$ cat src/rtl/uart_tx_arbiter.sv
// -----------------------------------------------------------------------------
// uart_tx_arbiter
//
// Round-robin scheduler sharing one UART transmitter among N_REQ clients.
// Each client offers a byte and its own frame configuration. The arbiter
// grants one client at a time and drives the UART data and configuration
// inputs. When the configuration changes it holds it for SETTLE cycles before
// starting the frame. It then tracks the frame through uart_busy and returns
// the UART error code.
//
// Optional feature macro: UART_ARB_TIMEOUT_EN
//   defined   -> watchdog in WAIT_BUSY. If uart_busy has not risen BUSY_TO
//                cycles after uart_start, the frame ends with
//                frame_err = 3'b111 and a timeout pulse.
//   undefined -> no watchdog. WAIT_BUSY waits forever, timeout is tied to 0
//                and BUSY_TO is only range-checked.
//
// Ports
//   clk          system clock, rising edge
//   reset        asynchronous active-low reset
//   req          per-client request level                      [N_REQ]
//   req_data     client i byte at [8i+7:8i]                     [8*N_REQ]
//   req_cfg      client i {bd_rate,par,d_num,s_num} at [6i+5:6i] [6*N_REQ]
//   gnt          one-hot, one-cycle accept pulse                [N_REQ]
//   uart_busy    UART shifting a frame
//   uart_err     UART error code, valid when uart_busy falls    [3]
//   uart_start   one-cycle frame start pulse to the UART
//   data_in      byte to the UART                               [8]
//   bd_rate/par/d_num/s_num  applied UART configuration
//   owner        index of the last granted client               [CW]
//   frame_done   one-cycle pulse at frame end
//   frame_err    error code of the last finished frame          [3]
//   timeout      one-cycle pulse when the busy watchdog expires
// -----------------------------------------------------------------------------
module uart_tx_arbiter #(
    parameter int N_REQ   = 4,
    parameter int CW      = 2,
    parameter int SETTLE  = 16,
    parameter int BUSY_TO = 8
) (
    input  logic                 clk,
    input  logic                 reset,
    input  logic [N_REQ-1:0]     req,
    input  logic [8*N_REQ-1:0]   req_data,
    input  logic [6*N_REQ-1:0]   req_cfg,
    output logic [N_REQ-1:0]     gnt,
    input  logic                 uart_busy,
    input  logic [2:0]           uart_err,
    output logic                 uart_start,
    output logic [7:0]           data_in,
    output logic [1:0]           bd_rate,
    output logic [1:0]           par,
    output logic                 d_num,
    output logic                 s_num,
    output logic [CW-1:0]        owner,
    output logic                 frame_done,
    output logic [2:0]           frame_err,
    output logic                 timeout
);

    // Reject illegal parameter sets at elaboration.
    if (N_REQ < 2 || N_REQ > 8 || CW != $clog2(N_REQ) ||
        SETTLE < 1 || SETTLE > 255 || BUSY_TO < 1 || BUSY_TO > 255) begin : g_param_check
        $error("uart_tx_arbiter: parameter out of range");
    end

    typedef enum logic [2:0] {
        S_IDLE, S_SETTLE, S_START, S_WAIT_BUSY, S_WAIT_DONE
    } state_t;

    state_t             state_reg, state_next;
    logic [N_REQ-1:0]   gnt_reg, gnt_next;
    logic               uart_start_reg, uart_start_next;
    logic [7:0]         data_reg, data_next;
    logic [5:0]         cfg_reg, cfg_next;        // applied {bd_rate, par, d_num, s_num}
    logic [CW-1:0]      owner_reg, owner_next;
    logic [CW-1:0]      rr_ptr_reg, rr_ptr_next;
    logic               frame_done_reg, frame_done_next;
    logic [2:0]         frame_err_reg, frame_err_next;
    logic [7:0]         cnt_reg, cnt_next;        // settle countdown
`ifdef UART_ARB_TIMEOUT_EN
    logic [7:0]         wd_reg, wd_next;          // cycles spent waiting for busy
    logic               timeout_reg, timeout_next;
`endif

    // Per-client views of the packed request buses.
    logic [5:0] cfg_arr  [N_REQ];
    logic [7:0] data_arr [N_REQ];

    for (genvar gi = 0; gi < N_REQ; gi++) begin : g_unpack
        assign cfg_arr[gi]  = req_cfg[6*gi +: 6];
        assign data_arr[gi] = req_data[8*gi +: 8];
    end

    // Round-robin pick: first requesting client at or above rr_ptr, wrapping.
    logic           win_found;
    logic [CW-1:0]  win_idx;
    logic           cfg_changed;

    always_comb begin
        logic [CW:0] scan;
        scan      = '0;
        win_found = 1'b0;
        win_idx   = '0;
        for (int i = 0; i < N_REQ; i++) begin
            scan = {1'b0, rr_ptr_reg} + (CW+1)'(i);
            if (scan >= (CW+1)'(N_REQ)) begin
                scan = scan - (CW+1)'(N_REQ);
            end
            if (!win_found && req[scan[CW-1:0]]) begin
                win_found = 1'b1;
                win_idx   = scan[CW-1:0];
            end
        end
    end

    assign cfg_changed = (cfg_arr[win_idx] != cfg_reg);

    // State and output registers.
    always_ff @(posedge clk or negedge reset) begin
        if (!reset) begin
            state_reg      <= S_IDLE;
            gnt_reg        <= '0;
            uart_start_reg <= 1'b0;
            data_reg       <= '0;
            cfg_reg        <= '0;
            owner_reg      <= '0;
            rr_ptr_reg     <= '0;
            frame_done_reg <= 1'b0;
            frame_err_reg  <= '0;
            cnt_reg        <= '0;
`ifdef UART_ARB_TIMEOUT_EN
            wd_reg         <= '0;
            timeout_reg    <= 1'b0;
`endif
        end else begin
            state_reg      <= state_next;
            gnt_reg        <= gnt_next;
            uart_start_reg <= uart_start_next;
            data_reg       <= data_next;
            cfg_reg        <= cfg_next;
            owner_reg      <= owner_next;
            rr_ptr_reg     <= rr_ptr_next;
            frame_done_reg <= frame_done_next;
            frame_err_reg  <= frame_err_next;
            cnt_reg        <= cnt_next;
`ifdef UART_ARB_TIMEOUT_EN
            wd_reg         <= wd_next;
            timeout_reg    <= timeout_next;
`endif
        end
    end

    // Next-state logic.
    always_comb begin
        state_next = state_reg;
        case (state_reg)
            S_IDLE:      if (win_found) state_next = cfg_changed ? S_SETTLE : S_START;
            S_SETTLE:    if (cnt_reg == 8'd0) state_next = S_START;
            S_START:     state_next = S_WAIT_BUSY;
            S_WAIT_BUSY: begin
                // A busy rise in the same cycle as watchdog expiry wins.
                if (uart_busy) begin
                    state_next = S_WAIT_DONE;
                end
`ifdef UART_ARB_TIMEOUT_EN
                else if (wd_reg == 8'(BUSY_TO - 1)) begin
                    state_next = S_IDLE;
                end
`endif
            end
            S_WAIT_DONE: if (!uart_busy) state_next = S_IDLE;
            default:     state_next = S_IDLE;
        endcase
    end

    // Output / datapath next values. Pulses default low; everything else holds.
    always_comb begin
        gnt_next        = '0;
        uart_start_next = 1'b0;
        frame_done_next = 1'b0;
        data_next       = data_reg;
        cfg_next        = cfg_reg;
        owner_next      = owner_reg;
        rr_ptr_next     = rr_ptr_reg;
        frame_err_next  = frame_err_reg;
        cnt_next        = cnt_reg;
`ifdef UART_ARB_TIMEOUT_EN
        wd_next         = wd_reg;
        timeout_next    = 1'b0;
`endif
        case (state_reg)
            S_IDLE: begin
                if (win_found) begin
                    gnt_next    = {{(N_REQ-1){1'b0}}, 1'b1} << win_idx;
                    data_next   = data_arr[win_idx];
                    cfg_next    = cfg_arr[win_idx];
                    owner_next  = win_idx;
                    rr_ptr_next = (win_idx == CW'(N_REQ - 1)) ? '0 : win_idx + 1'b1;
                    cnt_next    = 8'(SETTLE - 1);
                end
            end
            S_SETTLE: begin
                if (cnt_reg != 8'd0) cnt_next = cnt_reg - 8'd1;
            end
            S_START: begin
                uart_start_next = 1'b1;
`ifdef UART_ARB_TIMEOUT_EN
                wd_next         = '0;
`endif
            end
            S_WAIT_BUSY: begin
`ifdef UART_ARB_TIMEOUT_EN
                if (!uart_busy) begin
                    if (wd_reg == 8'(BUSY_TO - 1)) begin
                        timeout_next    = 1'b1;
                        frame_done_next = 1'b1;
                        frame_err_next  = 3'b111;
                    end else begin
                        wd_next = wd_reg + 8'd1;
                    end
                end
`endif
            end
            S_WAIT_DONE: begin
                if (!uart_busy) begin
                    frame_err_next  = uart_err;
                    frame_done_next = 1'b1;
                end
            end
            default: ;
        endcase
    end

    assign gnt        = gnt_reg;
    assign uart_start = uart_start_reg;
    assign data_in    = data_reg;
    assign bd_rate    = cfg_reg[5:4];
    assign par        = cfg_reg[3:2];
    assign d_num      = cfg_reg[1];
    assign s_num      = cfg_reg[0];
    assign owner      = owner_reg;
    assign frame_done = frame_done_reg;
    assign frame_err  = frame_err_reg;
`ifdef UART_ARB_TIMEOUT_EN
    assign timeout    = timeout_reg;
`else
    assign timeout    = 1'b0;
`endif

endmodule
$ cat config.mk
export PLATFORM = sky130hd
export DESIGN_NAME = uart_tx_arbiter
export DESIGN_NICKNAME = d
export VERILOG_FILES = /design/src/rtl/uart_tx_arbiter.sv
export SDC_FILE = /design/constraint.sdc
export NUM_CORES = 1
export LEC_CHECK = 0
export ABC_AREA = 1
export CAP_MARGIN = 5
export CORE_MARGIN = 2
export CORE_UTILIZATION = 47
export CTS_CLUSTER_SIZE = 16
export DETAILED_ROUTE_END_ITERATION = 8
export PLACE_DENSITY_LB_ADDON = 0.3
export SETUP_SLACK_MARGIN = 0.1
export SLEW_MARGIN = 20
export SYNTH_ARGS = -nofsm -noshare
export SYNTH_HDL_FRONTEND = slang
export SYNTH_SLANG_ARGS = --single-unit
$ cat constraint.sdc
create_clock -name clk -period 2.76 [get_ports clk]
set_clock_uncertainty 0.1 [all_clocks]
set_input_delay 0.552 -clock clk [delete_from_list [all_inputs] [get_ports clk]]
set_output_delay 0.552 -clock clk [all_outputs]
set_load 0.02 [all_outputs]
==> results of run 1 <==
[worst max-delay path, cell delays in order (launching register included)]
cell      delay, ps
dfrtp_2         430
clkinv_4         90
buf_6           130
nand2_1          50
nand2_1          80
nand2_1          80
nand2_1          70
nand2_2          90
nand2_1         110
nand2_2         100
nand3_4         100
buf_4           160
buf_12          120
nand2_2          50
nand3_2         100
nand3_2          90
nand2_1          90
nor2_2          130
nand3_1          80
nand2_1          60
nand2_1          40
nand2_1          50
nand2_1          50
[metrics by stage]
stage	hold WS [ps]	setup slack (ps)	area, um2	TNS, ps
floorplan	156.4	489.9	2920	0
global placement	362.2	-120.8	4035	-413.8
detailed placement	376.4	-208.9	4035	-1343
CTS	296.0	90.32	4242	0
global route	327.6	-40.96	4552	-53.32
finish	273.9	165.9	4552	0
[placed cells by master (no fill, tap or decap), types with 2 or more instances in the layout]
master / count
a21oi_1: 4
a31oi_1: 4
buf_12: 5
buf_4: 38
buf_6: 8
clkbuf_8: 6
clkdlybuf4s50_1: 85
dfrtp_1: 36
dfrtp_2: 2
dlymetal6s2s_1: 4
ha_1: 6
inv_1: 45
inv_2: 7
inv_4: 2
mux2i_1: 4
nand2_1: 93
nand2_2: 29
nand2_4: 8
nand3_1: 33
nand3_2: 14
nand3_4: 9
nand3b_1: 8
nand4_1: 2
nor2_1: 32
nor2_2: 3
nor2_4: 4
nor3_1: 6
o211ai_1: 4
o21ai_0: 19
o21ai_1: 2
o21bai_1: 5
o311ai_0: 3
or2_2: 5
[metal layers]
metal	vias to the layer above	track usage, %
li1	1577	-
met1	1500	27.41
met2	118	42.96
met3	18	6.958
met4	0	7.154
met5	-	0
[cell usage after synthesis]
library cell,n
nand2_1,107
inv_1,50
nand3_1,43
dfrtp_1,38
nor2_1,35
nand2_2,20
o21ai_0,20
nand3_2,9
nand3b_1,8
ha_1,6
nor3_1,6
buf_6,5
o21bai_1,5
or2_2,5
a21oi_1,4
a31oi_1,4
inv_2,4
mux2i_1,4
nand3_4,4
o211ai_1,4
buf_2,3
buf_4,3
nor2_4,3
o311ai_0,3
clkbuf_1,2
nand2_4,2
nand4_1,2
a22oi_1,1
and3_1,1
buf_1,1
buf_12,1
buf_8,1
clkinv_1,1
conb_1,1
nor2_2,1
o21a_1,1
o21ai_1,1
o311ai_1,1
[area by class of cell]
| cell class | count | area [um2] |
|---|---|---|
| Inverter | 55 | 216.5 |
| Timing Repair Buffer | 141 | 1381 |
| Sequential cell | 38 | 953.4 |
| Multi-Input combinational cell | 302 | 1794 |
| Clock buffer | 6 | 82.58 |
| Clock inverter | 1 | 30.03 |
| Tap cell | 75 | 93.84 |
| Fill cell | 451 | 1404 |
[cells by family (layout without fill, tap and decap cells)]
| logic type | count (synthesis) | in the layout | share of synthesized area (%) |
|---|---|---|---|
| other | 1 | 1 | 0.1284 |
| DFF | 38 | 38 | 32.56 |
| AOI/OAI and AO/OA | 44 | 44 | 9.169 |
| buffers and inverters | 71 | 203 | 11.87 |
| adders and majority gates | 6 | 6 | 2.571 |
| muxes | 4 | 4 | 1.371 |
| and+or+nand+nor | 246 | 247 | 42.33 |
[timing repair]
action	in CTS	in global routing
resized for setup	9	61
pin swaps	8	21
gates cloned	0	1
hold buffers	0	0
buffers inserted	8	16
endpoints found under the setup margin	2	12
endpoints found under the hold margin	0	0
[worst max path at each step]
stage | endpoint | slack, ps | cells after the start
6_report | state_reg[0] | 170 | 22
3_5_place_dp | state_reg[0] | -210 | 20
2_1_floorplan | rr_ptr_reg[1] | 490 | 13
5_1_grt | state_reg[0] | -40 | 22
3_3_place_gp | state_reg[0] | -120 | 21
4_1_cts | state_reg[1] | 90 | 22
==> flow_summary.toml, run 1 <==
[cts]
clk_pin_slew_ps = 90
cts_tree = "built"
clock_sinks = 38
clk_latency_ps = 310
cts_buffer_depth = 2
htreeDepth = 2
cts-buffers-inserted = 5
root_buffer = "clkbuf_8"

[global_route]
grt_pass1_wl_um = 13610
antenna_found_initial = 0
overflow = 0
grt_max_degree = 39
grt_pass1_vias = 3130
grt_usage_pct = 23.92

[setup_path]
r2r-start = "rr_ptr_reg[0]"
worstPathRequired_ps = 2850
cp_max_fo = 6
critPathKind = "flop to flop"
r2r_cells = 22
r2r-end = "state_reg[0]"
cp-start-kind = "flop"
arrival_ps = 2680
crit_start = "rr_ptr_reg[0]"
ff2ff_setup_slack_ps = 170
worst_setup_path_end_kind = "flop"

[logic_synthesis]
synth_cells = 410
synth_cell_types = 38
yosys-top-cells-area = "dfrtp_1 33%, nand2_1 14%, nand3_1 7.4%, inv_1 6.4%, nor2_1 4.5%"
syn-cell-area_um2 = 2920
ys_warn_count = 0
syn_nets = 482
yosys_register_bits = 38
yosys.area.top_type = "dfrtp_1"
synth_area_per_cell_um2 = 7.123
yosys.area.top_type_share_pct = 32.56
yosysSeqAreaShare_pct = 32.56

[floorplan]
io_pins = 92
die_h_um = 82.83
die_w_um = 82.83
coreArea_um2 = 5956
die_area_um2 = 6860
start_util_pct = 49.03
rows = 28

[final_layout]
layout-drive-gt1-share_pct = 26.34
final_cells = 618
syn_to_final_growth_pct = 55.87
fin_nets = 615
antenna_cells = 0
post-route-util_pct = 76.43

[sta]
worst_pin_slew_ps = 892.9
min_period_ps = 2594
setup_viol = 0
final_hold_viol_count = 0
slew_headroom_pct = 40.48
max_freq_ghz = 0.3855
slew_viol_final = 0
period_share_pct = 93.99
rsz0062_at_grt = "true"

[flow_run]
cap_violations = 0

[detailed_routing]
wl_um = 8728
vias_per_cell = 5.199
drt_first_pass_iters = 5
drtAntennaViolNets = 0
wl_met3_um = 610
vias = 3213
highest_layer = "met4"
route.detailed.drc = 0
wl_per_cell_um = 14.12
drt-initial-drc-count = 130
wl_met2_um = 4571
met1_length_um = 3384

[hold_path]
min_path_type = "input pin to async pin"

[placement]
dp_hpwl_um = 5884
dp_cells = 586
io_buffers = 90
gp_congestion = 0.8842

[run_status]
status = "completed"
Power of run 1 is left out: the tool's default activity adds up to more than one toggle a clock period on the data nets, which glitch-free logic cannot reach.
==> run 2, diff against run 1 <==
--- a/config.mk
+++ b/config.mk
@@ -7,7 +7,7 @@
 export LEC_CHECK = 0
 export ABC_AREA = 1
 export CAP_MARGIN = 5
-export CORE_MARGIN = 2
+export CORE_MARGIN = 3
 export CORE_UTILIZATION = 47
 export CTS_CLUSTER_SIZE = 16
 export DETAILED_ROUTE_END_ITERATION = 8
==> run 2 against run 1 <==
  * Hold slack worse by 2.5 ps
  * Via count down 0.72%
  * Cell count is 0.65% lower
  * Worst setup slack improved by 8.5 ps
  * Maximum frequency rose by 0.33%
  * Sequential share of layout area up 0.22 points
  * Critical path depth decreased by 2
  * Count of clock-buffer cells in the layout down 1
==> flow_summary.toml, run 2 (synthesis gave the netlist of run 1 again) <==
[placement]
gp_congestion = 0.9198
io_buffers = 90
dp_cells = 589
place_ws_ps = -208.1
dp_hpwl_um = 5787

[cts]
cts-buffers-inserted = 5
htreeDepth = 2
holdBufCountCts = 0
clock_sinks = 38
cts_buffer_depth = 2
clk_pin_slew_ps = 90
clk_latency_ps = 310
root_buffer = "clkbuf_8"
cts_tree = "built"

[setup_path]
ff2ff_setup_slack_ps = 170
r2r-start = "rr_ptr_reg[0]"
cp_max_fo = 5
r2r-end = "state_reg[0]"
worst_setup_path_end_kind = "flop"
r2r_cells = 20
arrival_ps = 2680
cp-start-kind = "flop"
worstPathRequired_ps = 2850
critPathKind = "flop to flop"

[sta]
final_hold_viol_count = 0
slew_headroom_pct = 40.16
worst_pin_slew_ps = 897.6
slew_viol_final = 0
max_freq_ghz = 0.3868
min_period_ps = 2586
rsz0062_at_grt = "true"
period_share_pct = 93.68
finalWorstSetupSlack_ps = 174.4
setup_viol = 0

[global_route]
grt_max_degree = 39
busiest_layer = "met2"
grt_pass1_vias = 2988
use_met1_pct = 25.74
gr-usage-met3_pct = 7.087
grt_usage_pct = 22.07
grt_pass1_wl_um = 13030
antenna_found_initial = 0
grtUsageMet2_pct = 38.86
overflow = 0

[detailed_routing]
drt-initial-drc-count = 163
drtAntennaViolNets = 0
vias = 3190
route.detailed.drc = 0
vias_per_cell = 5.195
drt_first_pass_iters = 4
wl_per_cell_um = 14.19
wl_um = 8713

[final_layout]
syn_to_final_growth_pct = 54.24
fillers = 452
antenna_cells = 0
layout-drive-gt1-share_pct = 25.79
post-route-util_pct = 75.63
fin_nets = 610
final_cells = 614
layout_commonest_cell = "nand2_1"
mostFrequentLayoutCells = "93 x nand2_1, 85 x clkdlybuf4s50_1, 46 x inv_1"

[hold_path]
min_path_type = "input pin to async pin"

[flow_run]
cap_violations = 0

[run_status]
status = "completed"

[floorplan]
rows = 28
coreArea_um2 = 5956
die_w_um = 84.83
die_h_um = 84.83
io_pins = 92
start_util_pct = 49.03
die_area_um2 = 7195
[run 2: cell types whose count changed in the layout (fill, tap and decap cells not counted), moves of 2 or more]
cell        previous run  this run
inv_4                  2         0
buf_4                 38        35
clkinvlp_4             0         2
buf_12                 5         3
buf_6                  8         5
[run 2: cell type report]
| type | instances | area [um2] | share of cell area, % |
|---|---|---|---|
| multi-input combinational | 303 | 1817 | 40.33 |
| tap | 75 | 93.84 | 2.083 |
| inverter | 55 | 211.5 | 4.694 |
| clock inverter | 3 | 45.04 | 1.000 |
| sequential | 38 | 953.4 | 21.17 |
| timing repair buffer | 135 | 1315 | 29.19 |
| clock buffer | 5 | 68.82 | 1.528 |
[run 2: through the flow]
| step | setup TNS [ps] | cell area [um2] | hold slack [ps] |
|---|---|---|---|
| after floorplan | 0 | 2920 | 156.4 |
| after global placement | -457.6 | 4033 | 366.7 |
| after detailed placement | -1405 | 4033 | 369.3 |
| after CTS | 0 | 4151 | 297.8 |
| after global routing | -41.23 | 4504 | 338.0 |
| final | 0 | 4504 | 271.4 |
[run 2: worst max-delay path by stage]
stage / startpoint / end / slack, ps / cells past startpoint
2_1_floorplan: req[3] / rr_ptr_reg[1] / 490 / 13
3_3_place_gp: req[3] / state_reg[0] / -120 / 21
3_5_place_dp: req[2] / state_reg[0] / -210 / 21
4_1_cts: req[2] / state_reg[0] / 120 / 20
5_1_grt: rr_ptr_reg[0] / state_reg[0] / -40 / 19
6_report: rr_ptr_reg[0] / state_reg[0] / 170 / 20
[run 2: critical path, cell delays in order (launching register included)]
cell	delay, ps
dfrtp_2	450
buf_6	150
nand2_2	60
nand2_2	80
nand2_2	80
nand2_2	70
nor2_4	200
nand3_4	130
inv_2	80
nor2_2	50
nor2_4	180
clkbuf_16	180
nand2_1	70
nand3_1	100
nand2_2	80
nor2_2	110
nand3_1	80
nand2_1	60
nand2_1	50
nand2_1	50
nand2_1	50
[run 2: repair_timing]
action,in CTS,in global routing
cloned,0,4
setup buffers,0,13
setup endpoints to repair,1,13
pin swaps,0,23
gates resized for setup,1,59
[run 2: layer usage]
metal  vias to the layer above  wire length (um)
met5                         -                 0
met4                         0               233
met3                        18               736
met2                       117              4375
met1                      1479              3368
li1                       1576                 -
Power of run 2 is left out for the same reason.
